===== src/rtl/arr_nibble_tx.sv =====
// ---------------------------------------------------------------------------
// arr_nibble_tx
//
// Purpose:
//   Captures a packed two-dimensional array of nibbles in one handshake and
//   sends it as a stream of single-nibble beats. The leftmost element goes
//   first, so beat 0 is in_data[OUTER-1][MID-1]. Only one array is in flight
//   at a time. After the final beat there is one idle cycle before the next
//   array can be captured.
//
// Optional feature:
//   `define ARR_TX_PARITY_EN adds one trailing beat. Its data is the XOR of
//   all captured nibbles, and its index is OUTER*MID. With the macro
//   undefined, the array ends on beat OUTER*MID-1.
//
// Ports:
//   clk        sole clock, rising edge
//   rst        asynchronous active-high reset
//   in_valid   source offers an array
//   in_ready   block is idle and can capture an array
//   in_data    [OUTER-1:0][MID-1:0][NIB_W-1:0] array to send
//   out_valid  out_data holds a valid beat
//   out_ready  sink accepts the beat
//   out_data   current nibble (0 while out_valid is low)
//   out_last   current beat is the final beat of the array
//   out_idx    beat index within the array, 0 first
//   busy       array captured and not yet fully sent
// ---------------------------------------------------------------------------
module arr_nibble_tx #(
    parameter int OUTER = 2,
    parameter int MID   = 2,
    parameter int NIB_W = 4
) (
    input  logic                                  clk,
    input  logic                                  rst,
    input  logic                                  in_valid,
    output logic                                  in_ready,
    input  logic [OUTER-1:0][MID-1:0][NIB_W-1:0]  in_data,
    output logic                                  out_valid,
    input  logic                                  out_ready,
    output logic [NIB_W-1:0]                      out_data,
    output logic                                  out_last,
    output logic [$clog2(OUTER*MID+1)-1:0]        out_idx,
    output logic                                  busy
);

    localparam int BEATS = OUTER * MID;
    localparam int IDX_W = $clog2(BEATS + 1);
    localparam logic [IDX_W-1:0] LAST_IDX = IDX_W'(BEATS - 1);

`ifdef ARR_TX_PARITY_EN
    typedef enum logic [1:0] {IDLE, SEND, PAR} state_t;
`else
    typedef enum logic [1:0] {IDLE, SEND} state_t;
`endif

    state_t                               state;
    state_t                               next_state;
    logic [OUTER-1:0][MID-1:0][NIB_W-1:0] cap;
    logic [IDX_W-1:0]                     idx;
    logic [NIB_W-1:0]                     beat_nib;
`ifdef ARR_TX_PARITY_EN
    logic [NIB_W-1:0]                     par_nib;
`endif

    // State register. Reset drops any array in flight straight back to idle.
    always_ff @(posedge clk or posedge rst) begin
        if (rst) begin
            state <= IDLE;
        end else begin
            state <= next_state;
        end
    end

    // Next-state logic. out_valid is high in every non-idle state, so a beat
    // transfers whenever out_ready is high there.
    always_comb begin
        next_state = state;
        case (state)
            IDLE: begin
                if (in_valid) begin
                    next_state = SEND;
                end
            end
            SEND: begin
                if (out_ready && (idx == LAST_IDX)) begin
`ifdef ARR_TX_PARITY_EN
                    next_state = PAR;
`else
                    next_state = IDLE;
`endif
                end
            end
`ifdef ARR_TX_PARITY_EN
            PAR: begin
                if (out_ready) begin
                    next_state = IDLE;
                end
            end
`endif
            default: next_state = IDLE;
        endcase
    end

    // Capture register and beat counter.
    // The array is snapshotted on capture, so input changes during sending
    // cannot disturb the beats already in flight.
    // The index returns to 0 after the array finishes, so out_idx is 0
    // whenever the block is idle.
    always_ff @(posedge clk or posedge rst) begin
        if (rst) begin
            cap <= '0;
            idx <= '0;
        end else begin
            case (state)
                IDLE: begin
                    if (in_valid) begin
                        cap <= in_data;
                        idx <= '0;
                    end
                end
                SEND: begin
                    if (out_ready) begin
`ifdef ARR_TX_PARITY_EN
                        idx <= idx + IDX_W'(1);
`else
                        idx <= (idx == LAST_IDX) ? '0 : idx + IDX_W'(1);
`endif
                    end
                end
`ifdef ARR_TX_PARITY_EN
                PAR: begin
                    if (out_ready) begin
                        idx <= '0;
                    end
                end
`endif
                default: idx <= '0;
            endcase
        end
    end

    // Beat k selects the element k places from the leftmost one, walking the
    // inner (nibble) dimension fastest.
    always_comb begin
        beat_nib = '0;
        for (int k = 0; k < BEATS; k++) begin
            if (idx == IDX_W'(k)) begin
                beat_nib = cap[OUTER-1-k/MID][MID-1-k%MID];
            end
        end
    end

`ifdef ARR_TX_PARITY_EN
    // Running XOR across every captured nibble, used by the trailing beat.
    always_comb begin
        par_nib = '0;
        for (int o = 0; o < OUTER; o++) begin
            for (int m = 0; m < MID; m++) begin
                par_nib = par_nib ^ cap[o][m];
            end
        end
    end
`endif

    // Output decode. Data and last are forced to 0 whenever no beat is
    // valid, so the idle bus is quiet.
    always_comb begin
        in_ready  = (state == IDLE);
        busy      = (state != IDLE);
        out_valid = (state != IDLE);
        out_idx   = idx;
        out_data  = '0;
        out_last  = 1'b0;
        case (state)
            SEND: begin
                out_data = beat_nib;
`ifndef ARR_TX_PARITY_EN
                out_last = (idx == LAST_IDX);
`endif
            end
`ifdef ARR_TX_PARITY_EN
            PAR: begin
                out_data = par_nib;
                out_last = 1'b1;
            end
`endif
            default: begin
                out_data = '0;
                out_last = 1'b0;
            end
        endcase
    end

endmodule

===== config.mk =====
export PLATFORM = sky130hd
export DESIGN_NAME = arr_nibble_tx
export DESIGN_NICKNAME = d
export VERILOG_FILES = /design/src/rtl/arr_nibble_tx.sv
export SDC_FILE = /design/constraint.sdc
export NUM_CORES = 1
export LEC_CHECK = 0
export BUFFER_PORTS_ARGS = -buffer_cell sky130_fd_sc_hd__buf_4
export CAP_MARGIN = 20
export CORE_ASPECT_RATIO = 0.9
export CORE_UTILIZATION = 30
export CTS_CLUSTER_SIZE = 16
export DETAILED_ROUTE_END_ITERATION = 10
export PLACE_DENSITY_LB_ADDON = 0.08
export RECOVER_POWER = 100
export SYNTH_ARGS = -nofsm -noshare
export SYNTH_HDL_FRONTEND = slang
export SYNTH_SLANG_ARGS = --single-unit

===== constraint.sdc =====
create_clock -name clk -period 2.9 [get_ports clk]
set_input_delay 0.145 -clock clk [delete_from_list [all_inputs] [get_ports clk]]
set_output_delay 0.145 -clock clk [all_outputs]
set_load 0.02 [all_outputs]

Word level (Yosys, flattened, before mapping). Index checks and enable logic that the tools add are counted.

Register bits after elaboration: 21. Input bits: 20.

$add $sub $neg: 1. Equal/unequal tests: 7. Muxes and demuxes: 13. Reductions and logical operators: 7.

Operators by type and width (count): $mux 4 (5); $mux 3 (3); $eq 3x2->1 const B (2); $ne 2x2->1 const B (3); $pmux 3 s2 (1); $reduce_and 2->1 (3); $mux 2 (2); $pmux 2 s2 (1); $add 3x1->3 const B (1); $eq 3x1->1 const B (1); $logic_not 3->1 (1); $eq 2x1->1 const B (1); $logic_not 2->1 (1); $reduce_bool 2->1 (1); $logic_and 1x1->1 (1); $mux 1 (1).

Logic depth before layout (Yosys ltp).
Word-level depth: 6. Mapped depth: 6. Gate-level depth less buffers: 5.

Least setup slack after synthesis. OpenSTA, ideal clock, no wires.

Path kind: register -> output. From: reg idx[0] (netlist: out_idx[0]). To: out out_data[0]. Data arrival time: 1442 ps. Path slack: 1313 ps. Stages on the path, launching flop included: 6. Path buffers: 1. Cell sequence: dfrtp_1 -> ha_1 -> nor2b_2 -> and2_1 -> buf_4 -> o2bb2ai_1.

Cells in the longest elaborated chain, start to end: 6.

RTL lines: from (decl) (RTL line 60) `logic [IDX_W-1:0] idx;`; from (signal assigned) (RTL line 127) `idx <= (idx == LAST_IDX) ? '0 : idx + IDX_W'(1);`; $logic_not 3->1 (RTL line 148) `if (idx == IDX_W'(k)) begin`; $mux 4 (3 in a row) (RTL line 148); $mux 4 * (RTL line 148); $mux 4 * (RTL line 175) `case (state)`; to (decl) (RTL line 41) `output logic [NIB_W-1:0] out_data,`.

Mark *: on every way between the ends. The rest lies on a longest branch, timed or not.

Worst setup path after layout.
From: reg idx[0] (netlist: out_idx[0]). To: out out_data[2].

The elaborated chain is that of the path after synthesis.

==> results.json <==
{
  "synth_fa_ha_area_share_pct": 4.848,
  "ys_seq_elements": 20,
  "drv_cap": 0,
  "drv_slew": 0,
  "cts_buffers": 3,
  "cts_resized": 0,
  "synth_top_area_cell": "dfrtp_1",
  "critical_path.slowest_cell": "dfrtp_1",
  "first_iter_violations": 23,
  "fin_crit_ns": 2.155,
  "track_usage_pct": 13.83,
  "fmax_mhz": 464.1,
  "synth-compound-area-share_pct": 11.64,
  "dr_total_vias": 828,
  "chipHeight_microns": 57.65,
  "dp_hpwl_microns": 1642,
  "antenna_found_initial": 0,
  "synth-edff-count": 0,
  "fp-row-count": 19,
  "yosys.area.top_type_share_pct": 48.48,
  "gp_congestion": 0.6898,
  "ys_seq_area_share_pct": 48.48,
  "synth_mux_area_share_pct": 0,
  "p_leak_uw": 0.0006320,
  "grt_pass1_vias": 806,
  "viasPerCell": 4.525,
  "startpoint": "out_idx[0]",
  "antenna_cells": 0,
  "clk_pin_slew_worst_paths_ns": 0.07,
  "drc": 0,
  "die_area_sq_um": 3680,
  "hp-class": "primary input to asynchronous set/reset pin",
  "routed_wl_microns": 2258,
  "ctsHoldBuffers": 0,
  "overflow": 0,
  "status": "finished clean",
  "syn_inst": 114,
  "die_x_microns": 63.83,
  "syn_nets": 138,
  "criticalPathCategory": "flop to output pin",
  "ios": 31,
  "syn_to_final_growth_pct": 20.48,
  "grt_max_degree": 21,
  "grt_setup_unrepaired": "no",
  "post_drt_wl_per_cell_microns": 12.34,
  "tns_ns": 0,
  "timing.final.crit_share_pct": 74.30,
  "avgSynthCellArea_sq_um": 9.055,
  "start_util_pct": 32.65,
  "ys_top_cells_by_count": "50 x nand2_1, 20 x dfrtp_1, 5 x nor2b_1",
  "cts_sinks": 20,
  "synthXorXnorAreaFrac_pct": 0,
  "hold_viol_final": 0,
  "fin_nets": 167,
  "dp_slack_ns": 1.266,
  "critPathRequiredTime_ns": 2.76,
  "synth_top_family_by_area": "simple AND/OR/NAND/NOR gates",
  "postRouteAntennaNets": 0,
  "synth_flop_cell": "dfrtp_1",
  "syn_area_sq_um": 1032,
  "slowest_delay_ns": 0.45,
  "maxSlewHeadroom_pct": 49.39,
  "grt_pass1_wl_microns": 3808,
  "synth_area_leaders": "dfrtp_1 48%, nand2_1 18%, ha_1 4.8%, buf_6 4.4%, a221oi_1 3.4%",
  "drtPass1Iterations": 4,
  "worst_slack_ns": 0.7454,
  "ir_drop_uv": 453.6,
  "ys_types": 20,
  "p_per_area_nw_per_um2": 995.5,
  "cts_setup_buffers": 0,
  "worst-path-max-fanout": 6,
  "clk_path_buf_depth": 2,
  "clock_latency_ns": 0.25,
  "drive_gt1_share_pct": 17.73,
  "cts_tree": "built",
  "synthArstFlopShare_pct": 100.0,
  "crit_arrival_ns": 2.01,
  "tightest_slew_ns": 0.7591,
  "path_cells": "ha_1 > nor2b_1 > and2_0 > o2bb2ai_1 > clkbuf_1",
  "synth-simple-area-share_pct": 27.03,
  "ys_warn_count": 0,
  "cp-end-kind": "output pin",
  "crit_path_start_kind": "flop",
  "total_power_uw": 1238,
  "io_buffers": 30,
  "skew_ns": 0.001067,
  "synth.most_common_cell": "nand2_1",
  "htree_levels": 1,
  "timing.rr.start": "state[0]",
  "final-setup-viol-count": 0,
  "root_buffer": "clkbuf_8",
  "core_area_sq_um": 3162
}
## layer usage
| metal | global-route usage [%] | vias up | share of wire [%] |
|---|---|---|---|
| met2 | 22.95 | 15 | 46 |
| met4 | 1.948 | 0 | 0.44 |
| met5 | 0 | - | 0 |
| li1 | - | 424 | - |
| met3 | 4.331 | 3 | 3.4 |
| met1 | 18.22 | 386 | 50 |
## cell usage in the layout (no fill, tap or decap), drive strengths merged
cell     count
a221oi       4
nand2       50
nor2         2
a31oi        2
clkbuf      14
nor2b        6
buf         20
o21ai        4
inv          4
dfrtp       20
o2bb2ai      4
nor3b        1
a32o         1
o31ai        1
nand3        1
ha           4
nand2b       2
and2         1
## flip-flops by register name, summed over array words and instances, names as in the netlist
| register | count |
|---|---|
| cap | 16 |
| out_idx | 3 |
| state | 1 |
## power by group
part | internal (uW) | total [uW] | leakage [uW] | switching (uW)
Sequential | 398 | 485 | 0.000249 | 86.7
Clock | 92.5 | 177 | 0.0000216 | 85.0
Combinational | 214 | 575 | 0.000362 | 361
## critical path: cells and delay by family (launching register included)
kind / cells / cell delay [ns]
adder cells (fa/ha/maj): 1 / 0.24
AO/OA/AOI/OAI: 1 / 0.17
flip-flops: 1 / 0.45
buffers and inverters: 1 / 0.24
AND/OR/NAND/NOR: 2 / 0.66
## cell type report
class | instances | area, sq um
timing repair buffer | 31 | 195.2
inverter | 4 | 15.01
tap | 42 | 52.55
sequential | 20 | 500.5
clock buffer | 3 | 41.29
fill | 350 | 1918
multi-input combinational | 83 | 439.2
## path summary, 6_finish.rpt
kind | slack, ns | end | cells after the start
hold / removal | 0.02 | cap[12] | 2
min in group clk | 0.07 | cap[4] | 3
hold reg to reg | 0.47 | cap[13] | 2
setup / recovery | 0.75 | out_data[2] | 5
setup reg to reg | 1.35 | out_idx[1] | 2
max in group asynchronous | 2.40 | cap[4] | 2
## cells by family after synthesis
logic type      count (synthesis)
flops                          20
fa+ha+maj                       4
buf+inv                        11
simple gates                   63
compound gates                 16
## through the flow
stage	cells	util, %	cell area (sq um)	hold WS (ns)
2_1_floorplan	114	-	1032	0.1088
3_3_place_gp	180	39.53	1250	0.3349
3_5_place_dp	180	39.53	1250	0.3380
4_1_cts	183	40.84	1291	0.06474
5_1_grt	183	39.34	1244	0.07511
6_report	183	39.34	1244	0.02155
No activity file was read; power rests on OpenSTA's default activity.
